`config.mk`:
```
export PLATFORM = sky130hd
export DESIGN_NAME = spi_count_ctrl
export DESIGN_NICKNAME = d
export VERILOG_FILES = /design/src/rtl/spi_count_ctrl.sv
export SDC_FILE = /design/constraint.sdc
export NUM_CORES = 1
export LEC_CHECK = 0
export CORE_MARGIN = 2
export CORE_UTILIZATION = 50
export CTS_CLUSTER_SIZE = 10
export DETAILED_ROUTE_END_ITERATION = 10
export GPL_ROUTABILITY_DRIVEN = 0
export HOLD_SLACK_MARGIN = 0.03
export PLACE_DENSITY_LB_ADDON = 0.2
export SYNTH_ARGS = -nofsm -noshare
export SYNTH_HDL_FRONTEND = slang
export SYNTH_SLANG_ARGS = --single-unit
```
`constraint.sdc`:
```
create_clock -name clk -period 3.02 [get_ports clk]
set_input_delay 0.604 -clock clk [delete_from_list [all_inputs] [get_ports clk]]
set_output_delay 0.604 -clock clk [all_outputs]
set_load 0.02 [all_outputs]
```
`src/rtl/spi_count_ctrl.sv`:
```
// Command decoder and prescaled event counter sitting behind the SPI slave.
// Decodes one byte per chip-select release; the response is shifted out in the next transaction.
module spi_count_ctrl #(
  parameter int CNT_WIDTH   = 32,
  parameter int SYNC_STAGES = 2
) (
  input  logic       clk,
  input  logic       rstn,
  input  logic       ce0,
  input  logic [7:0] data_incoming,
  input  logic       event_in,
  output logic [7:0] data_outgoing,
  output logic       count_enabled,
  output logic       overflow,
  output logic       cmd_strobe
);

  localparam int         NBYTES   = CNT_WIDTH / 8;
  localparam logic [1:0] PTR_LAST = 2'(NBYTES - 1);

  localparam logic [7:0] OP_NOP          = 8'h00;
  localparam logic [7:0] OP_CLEAR        = 8'h01;
  localparam logic [7:0] OP_SNAPSHOT     = 8'h02;
  localparam logic [7:0] OP_READ_NEXT    = 8'h03;
  localparam logic [7:0] OP_ENABLE       = 8'h04;
  localparam logic [7:0] OP_DISABLE      = 8'h05;
  localparam logic [7:0] OP_SET_PRESCALE = 8'h10;

  typedef enum logic {
    IDLE,
    ARG
  } state_t;

  state_t state, state_nxt;

  logic [SYNC_STAGES-1:0] ce0_sync;
  logic                   ce0_dly;
  logic [SYNC_STAGES-1:0] evt_sync;
  logic                   evt_dly;
  logic                   byte_edge;
  logic                   evt_edge;

  logic [7:0]           cmd_reg;
  logic [CNT_WIDTH-1:0] count, count_nxt;
  logic [CNT_WIDTH-1:0] snap, snap_nxt;
  logic [CNT_WIDTH-1:0] snap_shift;
  logic [7:0]           pre_cnt, pre_cnt_nxt;
  logic [7:0]           prescale, prescale_nxt;
  logic [1:0]           ptr, ptr_nxt;
  logic                 bad_cmd, bad_cmd_nxt;
  logic                 overflow_nxt;
  logic                 enabled_nxt;
  logic [7:0]           dout_nxt;
  logic                 exec_idle;
  logic                 exec_arg;
  logic                 count_tick;

  // ce0 idles high, so its synchronizer resets to 1 to avoid a phantom byte on reset release.
  always_ff @(posedge clk or negedge rstn) begin
    if (!rstn) begin
      ce0_sync <= '1;
      ce0_dly  <= 1'b1;
      evt_sync <= '0;
      evt_dly  <= 1'b0;
    end else begin
      ce0_sync <= {ce0_sync[SYNC_STAGES-2:0], ce0};
      ce0_dly  <= ce0_sync[SYNC_STAGES-1];
      evt_sync <= {evt_sync[SYNC_STAGES-2:0], event_in};
      evt_dly  <= evt_sync[SYNC_STAGES-1];
    end
  end

  assign byte_edge = ce0_sync[SYNC_STAGES-1] & ~ce0_dly;
  assign evt_edge  = evt_sync[SYNC_STAGES-1] & ~evt_dly;

  // The strobe marks the cycle in which cmd_reg holds a fresh byte to execute.
  always_ff @(posedge clk or negedge rstn) begin
    if (!rstn) begin
      cmd_reg    <= 8'h00;
      cmd_strobe <= 1'b0;
    end else begin
      cmd_strobe <= byte_edge;
      if (byte_edge) begin
        cmd_reg <= data_incoming;
      end
    end
  end

  assign exec_idle = cmd_strobe && (state == IDLE);
  assign exec_arg  = cmd_strobe && (state == ARG);

  always_ff @(posedge clk or negedge rstn) begin
    if (!rstn) begin
      state <= IDLE;
    end else begin
      state <= state_nxt;
    end
  end

  always_comb begin
    state_nxt = state;
    if (exec_arg) begin
      state_nxt = IDLE;
    end else if (exec_idle && (cmd_reg == OP_SET_PRESCALE)) begin
      state_nxt = ARG;
    end
  end

  assign count_tick = evt_edge && count_enabled && (pre_cnt == prescale);
  assign snap_shift = snap >> {ptr, 3'b000};

  // Event counting is applied first so that CLEAR and the operand load take priority over it.
  always_comb begin
    count_nxt    = count;
    snap_nxt     = snap;
    pre_cnt_nxt  = pre_cnt;
    prescale_nxt = prescale;
    ptr_nxt      = ptr;
    bad_cmd_nxt  = bad_cmd;
    overflow_nxt = overflow;
    enabled_nxt  = count_enabled;
    dout_nxt     = data_outgoing;

    if (evt_edge && count_enabled) begin
      pre_cnt_nxt = (pre_cnt == prescale) ? 8'd0 : pre_cnt + 8'd1;
    end
    if (count_tick) begin
      count_nxt = count + 1'b1;
      if (count == '1) begin
        overflow_nxt = 1'b1;
      end
    end

    if (exec_arg) begin
      prescale_nxt = cmd_reg;
      pre_cnt_nxt  = 8'd0;
    end

    if (exec_idle) begin
      case (cmd_reg)
        OP_NOP: begin
        end
        OP_CLEAR: begin
          count_nxt    = '0;
          pre_cnt_nxt  = 8'd0;
          overflow_nxt = 1'b0;
          bad_cmd_nxt  = 1'b0;
          ptr_nxt      = 2'd0;
        end
        OP_SNAPSHOT: begin
          snap_nxt = count;
          ptr_nxt  = 2'd0;
        end
        OP_READ_NEXT: begin
          ptr_nxt = (ptr == PTR_LAST) ? 2'd0 : ptr + 2'd1;
        end
        OP_ENABLE: begin
          enabled_nxt = 1'b1;
        end
        OP_DISABLE: begin
          enabled_nxt = 1'b0;
        end
        OP_SET_PRESCALE: begin
        end
        default: begin
          bad_cmd_nxt = 1'b1;
        end
      endcase
    end

    // Status reflects the state after this command has taken effect.
    if (cmd_strobe) begin
      if (exec_idle && (cmd_reg == OP_READ_NEXT)) begin
        dout_nxt = snap_shift[7:0];
      end else begin
        dout_nxt = {enabled_nxt, overflow_nxt, bad_cmd_nxt, 1'b0, ptr_nxt, 2'b10};
      end
    end
  end

  always_ff @(posedge clk or negedge rstn) begin
    if (!rstn) begin
      count         <= '0;
      snap          <= '0;
      pre_cnt       <= 8'd0;
      prescale      <= 8'd0;
      ptr           <= 2'd0;
      bad_cmd       <= 1'b0;
      overflow      <= 1'b0;
      count_enabled <= 1'b0;
      data_outgoing <= 8'h02;
    end else begin
      count         <= count_nxt;
      snap          <= snap_nxt;
      pre_cnt       <= pre_cnt_nxt;
      prescale      <= prescale_nxt;
      ptr           <= ptr_nxt;
      bad_cmd       <= bad_cmd_nxt;
      overflow      <= overflow_nxt;
      count_enabled <= enabled_nxt;
      data_outgoing <= dout_nxt;
    end
  end

endmodule
```
==> impl_metrics.tcl, run 1 <==
set metrics [dict create \
    run_status "complete, no violations" \
    yosys-top-cells-area "dfrtp_1 52%, mux2_2 9.6%, mux4_2 3.6%, a21oi_1 3.1%, o21ai_0 2.8%" \
    finalCritPeriodShare_pct 79.91 \
    cts_setup_buffers 0 \
    cts_hold_buf 0 \
    antenna_found_initial 0 \
    cts_buffer_depth 2 \
    cts_sinks 109 \
    grt_pass1_wl_um 17100 \
    io_pins 23 \
    crit_buf_inv 0 \
    synth-async-reset-ratio_pct 100.0 \
    synth-warning-count 0 \
    crit_chain "nand3b_1 -> or3_4 -> or4_4 -> or4_1 -> a21oi_1" \
    timing.rr.end "count[29]$_DFF_PN0_" \
    finalSetupTns_ps 0 \
    drc 0 \
    dp_slack_ps 633.2 \
    die_w_um 104.3 \
    diodes 0 \
    cts_tree "built" \
    cts_root_buf "clkbuf_8" \
    cp.arrival_ps 2710 \
    cts_buffers 9 \
    seq_area_frac_synth_pct 54.33 \
    final_area_mm2 0.005575 \
    synth_seq_cells 109 \
    synthCells 443 \
    ys_types 46 \
    maxCapViolCount 0 \
    synthTopCellsByCount "105 x dfrtp_1, 43 x mux2_2, 34 x nand2_1, 31 x a21oi_1, 28 x o21ai_0" \
    setup_viol 0 \
    worstMarginPinSlew_ps 764.8 \
    track_usage_pct 20.13 \
    p_per_area_mw_per_mm2 479.8 \
    hp-class "in2async" \
    worstSetupStartpointType "register" \
    ys.flop_type "dfrtp_1" \
    r2r_slack_ps 610 \
    worst_path_largest_cell_delay_ps 640 \
    fp.dieH_um 104.3 \
    htreeDepth 3 \
    cp_max_fo 27 \
    synth_top_area_cell "dfrtp_1" \
    worst_ep_required_time_ps 3310 \
    first_pass_iters 5 \
    fin_worst_skew_ps 15.38 \
    rows 36 \
    maxSlewViolCount 0 \
    drt_wl_total_um 10190 \
    max_freq_mhz 414.4 \
    port_buffers 22 \
    rsz0062_at_grt "no" \
    clk_pin_slew_ps 100 \
    clk_latency_ps 370 \
    wl_per_cell_um 16.90 \
    hold_ws_ps 184.3 \
    syn2layout_area_growth_pct 10.85 \
    reg_top3 "count: 32 flops, snap: 32 flops" \
    syn_area_mm2 0.005030 \
    end_kind "register" \
    grt_max_degree 51 \
    syn_avg_cell_area_um2 11.35 \
    ant_nets 0 \
    power_leakage_nw 2.397 \
    fin_nets 480 \
    drive_gt1_share_pct 18.09 \
    fin_crit_ps 2413 \
    cp_slowest_cell "or4_4" \
    r2r_cells 5 \
    first_iter_violations 203 \
    hold_viol_final 0 \
    initial_utilization_pct 51.46 \
    cts_resized 0 \
    dp_hpwl_um 7253 \
    r2r-start "evt_dly$_DFF_PN0_" \
    cp_top_family "simple AND/OR/NAND/NOR gates" \
    vdd_drop_max_mv 0.2223 \
    synth_edf_count 0 \
    crit_type "reg2reg" \
    grt_pass1_vias 3183 \
    synthesis.nets 458 \
    die_area_mm2 0.01088 \
    grt_overflow 0 \
    relSlewSlack_pct 48.91 \
    yosys.cell_count.top_type "dfrtp_1" \
    drt-vias-per-instance 5.695 \
    fp.coreArea_mm2 0.009774 \
    worst_slack_ps 606.8 \
    dpl_cell_area_mm2 0.005398 \
    post-synth-top-area-fraction_pct 52.24 \
    via_count 3434 \
]
[final cells by class]
cell class / count / area [um2]
Multi-Input combinational cell: 303 / 2163
Fill cell: 833 / 4199
Clock inverter: 5 / 36.28
Clock buffer: 11 / 141.4
Timing Repair Buffer: 30 / 290.3
Inverter: 12 / 45.04
Sequential cell: 109 / 2733
Tap cell: 133 / 166.4
[cells in the final DEF, fill, tap and decap left out, drive strengths merged, types with 4 or more instances in the layout]
master / instances
mux4: 8
nor4: 5
nor2: 27
o31ai: 9
and4: 4
dfstp: 4
dfrtp: 105
mux2: 43
clkbuf: 11
a31oi: 4
nand2: 34
or4: 12
buf: 9
a21oi: 31
xor2: 6
or3: 17
nor3: 4
clkdlybuf4s50: 21
nand4: 11
inv: 13
nand3b: 5
o21ai: 28
and3: 6
nand3: 12
xnor2: 13
[power breakdown]
part	leakage (nW)	internal [mW]	total (mW)	switching [mW]
sequential	1.46	1.52	1.61	0.0840
clock	0.0872	0.326	0.818	0.492
combinational	0.849	0.120	0.249	0.129
[cells by family (layout without fill, tap and decap cells)]
kind of cell / count (synthesis) / count (layout) / synth area share, %
simple gates: 148 / 148 / 16.27
flops: 109 / 109 / 54.33
compound gates: 80 / 80 / 9.080
mux: 53 / 53 / 13.61
buf+inv: 31 / 58 / 2.662
xor+xnor: 19 / 19 / 3.308
fa+ha+maj: 3 / 3 / 0.7463
[worst max path at each step]
stage                                        from  slack [ps]                  end  depth (start not counted)
after detailed placement        evt_dly$_DFF_PN0_         630  count[29]$_DFF_PN0_                          5
after CTS                       evt_dly$_DFF_PN0_         620  count[31]$_DFF_PN0_                          5
after global placement          evt_dly$_DFF_PN0_         660  count[29]$_DFF_PN0_                          5
final                           evt_dly$_DFF_PN0_         610  count[29]$_DFF_PN0_                          5
after global routing            evt_dly$_DFF_PN0_         490  count[31]$_DFF_PN0_                          5
after floorplan           count_enabled$_DFF_PN0_         710  count[27]$_DFF_PN0_                          8
[layer usage]
| metal | routed length, um | track usage (%) | vias to the layer above |
|---|---|---|---|
| li1 | - | - | 1666 |
| met1 | 5082 | 31.55 | 1705 |
| met2 | 4527 | 28.57 | 56 |
| met3 | 483 | 3.885 | 7 |
| met4 | 99 | 5.212 | 0 |
| met5 | 0 | 0 | - |
[worst register-to-register path, stage by stage (launching register included)]
cell and delay (ps):
dfrtp_1 380, nand3b_1 260, or3_4 390, or4_4 640
or4_1 520, a21oi_1 150
[metrics by stage]
step                      utilization, %  power, mW  instances
final                              57.04      2.675        603
after global routing               57.04      2.811        603
after CTS                          57.04      2.706        603
after detailed placement           55.22      1.891        587
after global placement             55.22      1.882        587
after floorplan                        -      1.774        443
No activity file was read; power rests on OpenSTA's default activity.
==> inputs of run 2 (changes only) <==
clock period = 2.2 ns   (was 3.02 ns; I/O delays follow)
==> run 2 against run 1 <==
Compared with the run above:
- the flow now finishes with violations (setup timing)
- cell area rose by 7.2%
- final cell count is 5.6% higher
- sequential share of layout area shrank 3.3 points
- register-to-register slack lost 680 ps
- core utilization increased by 4.1 points
- global-route usage is 1.2 points higher
- count of clock-buffer cells in the layout stayed put
- critical path type unchanged
- highest routed layer unchanged
==> impl_metrics.tcl, run 2 (synthesis gave the netlist of run 1 again) <==
set metrics [dict create \
    io_pins 23 \
    first_iter_violations 258 \
    switching_share_pct 26.30 \
    grt_pass1_wl_um 18260 \
    fin_crit_ps 2271 \
    fin_nets 514 \
    max_freq_mhz 440.3 \
    drive_gt1_share_pct 27.18 \
    htreeDepth 3 \
    drt_wl_total_um 11300 \
    p_clk_share_pct 31.6 \
    final_common_cell "dfrtp_1" \
    finalCritPeriodShare_pct 103.2 \
    intPower_mw 2.899 \
    hp-class "reg2reg" \
    clk_pin_slew_ps 100 \
    dpl_cell_area_mm2 0.005612 \
    cts_buffer_depth 2 \
    final_area_mm2 0.005979 \
    cp.arrival_ps 2590 \
    hold_ws_ps 357.2 \
    ant_nets 0 \
    fin_worst_skew_ps 11.99 \
    fp.dieH_um 104.3 \
    p_per_area_mw_per_mm2 657.9 \
    maxSlewViolCount 0 \
    rsz0062_at_grt "yes" \
    drc 0 \
    reg_top3 "count: 32 flops, snap: 32 flops" \
    hold_viol_final 0 \
    grt_pass1_vias 3569 \
    antenna_found_initial 0 \
    via_count 3666 \
    combPwrFrac_pct 12.5 \
    initial_utilization_pct 51.46 \
    mostFrequentLayoutCells "103 x dfrtp_1, 43 x mux2_2, 37 x buf_4, 34 x nand2_1, 28 x o21ai_0" \
    diodes 0 \
    port_buffers 22 \
    crit_type "reg2reg" \
    pwr-share-seq_pct 56.0 \
    die_area_mm2 0.01088 \
    power_leakage_nw 2.585 \
    vdd_drop_max_mv 0.3849 \
    place_inst 612 \
    setup_viol 13 \
    maxCapViolCount 0 \
    cts_tree "built" \
    dp_hpwl_um 7667 \
    end_kind "register" \
    worstMarginPinSlew_ps 594.7 \
    clk_latency_ps 390 \
    wl_per_cell_um 17.74 \
    cp_max_fo 7 \
    dp_slack_ps -29.58 \
    fp.coreArea_mm2 0.009774 \
    drt-vias-per-instance 5.755 \
    cts_sinks 109 \
    final_cells 637 \
    switchingPower_mw 1.035 \
    fill_cells 797 \
    relSlewSlack_pct 60.35 \
    syn2layout_area_growth_pct 18.88 \
    cts_buffers 9 \
    rows 36 \
    grt_max_degree 42 \
    worst_slack_ps -71.24 \
    die_w_um 104.3 \
    violations "setup timing" \
    track_usage_pct 21.33 \
    worstSetupStartpointType "register" \
    first_pass_iters 4 \
    grt_overflow 0 \
    run_status "finished with violations" \
    cts_root_buf "clkbuf_8" \
    worst_ep_required_time_ps 2520 \
]
[run 2: cell types whose count changed in the layout (fill, tap and decap cells not counted), sizes merged]
cell,delta
buf,+31
bufinv,+1
clkinv,-2
clkinvlp,+2
dlygate4sd3,+1
inv,-1
or4,+2
[run 2: timing repair]
| item | CTS | global route |
|---|---|---|
| cloned | 0 | 2 |
| setup buffers | 0 | 6 |
| pin swaps | 0 | 8 |
| endpoints found under the setup margin | 7 | 23 |
| gates resized for setup | 0 | 20 |
| hold buffers | 1 | 0 |
| endpoints found under the hold margin | 27 | 0 |
[run 2: stage by stage]
stage | total power, mW | setup TNS, ps | util (%)
4_1_cts | 3.876 | -281.7 | 59.58
3_3_place_gp | 2.628 | 0 | 57.41
3_5_place_dp | 2.642 | -97.31 | 57.41
6_report | 3.934 | -458.5 | 61.18
5_1_grt | 4.112 | -1431 | 61.18
2_1_floorplan | 2.436 | -28.55 | -
[run 2: cell type report]
class,instances,area [um2],share of cell area [%]
well taps,133,166.4,2.783
clock inverters,5,60.06,1.004
clock buffers,11,141.4,2.365
multi-input cells,305,2273,38.02
inverters,12,45.04,0.7533
repair buffers,62,558.0,9.333
flip-flops and latches,109,2735,45.74
[run 2: final timing paths]
path | start | to | slack, ps | cells past startpoint
worst max-delay path | pre_cnt[3]$_DFF_PN0_ | count[27]$_DFF_PN0_ | -70 | 5
worst min-delay path | evt_sync[0]$_DFF_PN0_ | evt_sync[1]$_DFF_PN0_ | 360 | 0
worst max register to register | pre_cnt[3]$_DFF_PN0_ | count[27]$_DFF_PN0_ | -70 | 5
worst min register to register | evt_sync[0]$_DFF_PN0_ | evt_sync[1]$_DFF_PN0_ | 360 | 0
max in group asynchronous | rstn | data_outgoing[1]$_DFFE_PN1P_ | 1060 | 3
min in group asynchronous | rstn | cmd_reg[5]$_DFFE_PN0P_ | 540 | 2
[run 2: metal layers]
metal	global-route usage, %	vias up	routed length, um
met4	6.564	0	213
met3	6.140	12	611
li1	-	1730	-
met1	30.58	1843	5315
met5	0	-	0
met2	31.47	81	5160
[run 2: power by group through the flow]
| stage | logic (mW) | registers, mW | clock network, mW |
|---|---|---|---|
| final | 0.491 | 2.20 | 1.24 |
| after global routing | 0.548 | 2.22 | 1.35 |
| after CTS | 0.406 | 2.20 | 1.27 |
| after detailed placement | 0.404 | 2.24 | 0 |
| after global placement | 0.393 | 2.24 | 0 |
| after floorplan | 0.223 | 2.21 | 0 |
[run 2: worst max-delay path: stages, from the launching register on]
cell     delay [ps]
dfrtp_1         430
xor2_2          200
or3_4           420
or4_4           570
or4_4           450
a21oi_2         140
==> inputs of run 3 (changes only) <==
CTS_CLUSTER_DIAMETER = 80   (was unset)
==> results of run 3 <==
The final DEF is identical to that of run 2; final timing and power are the same.
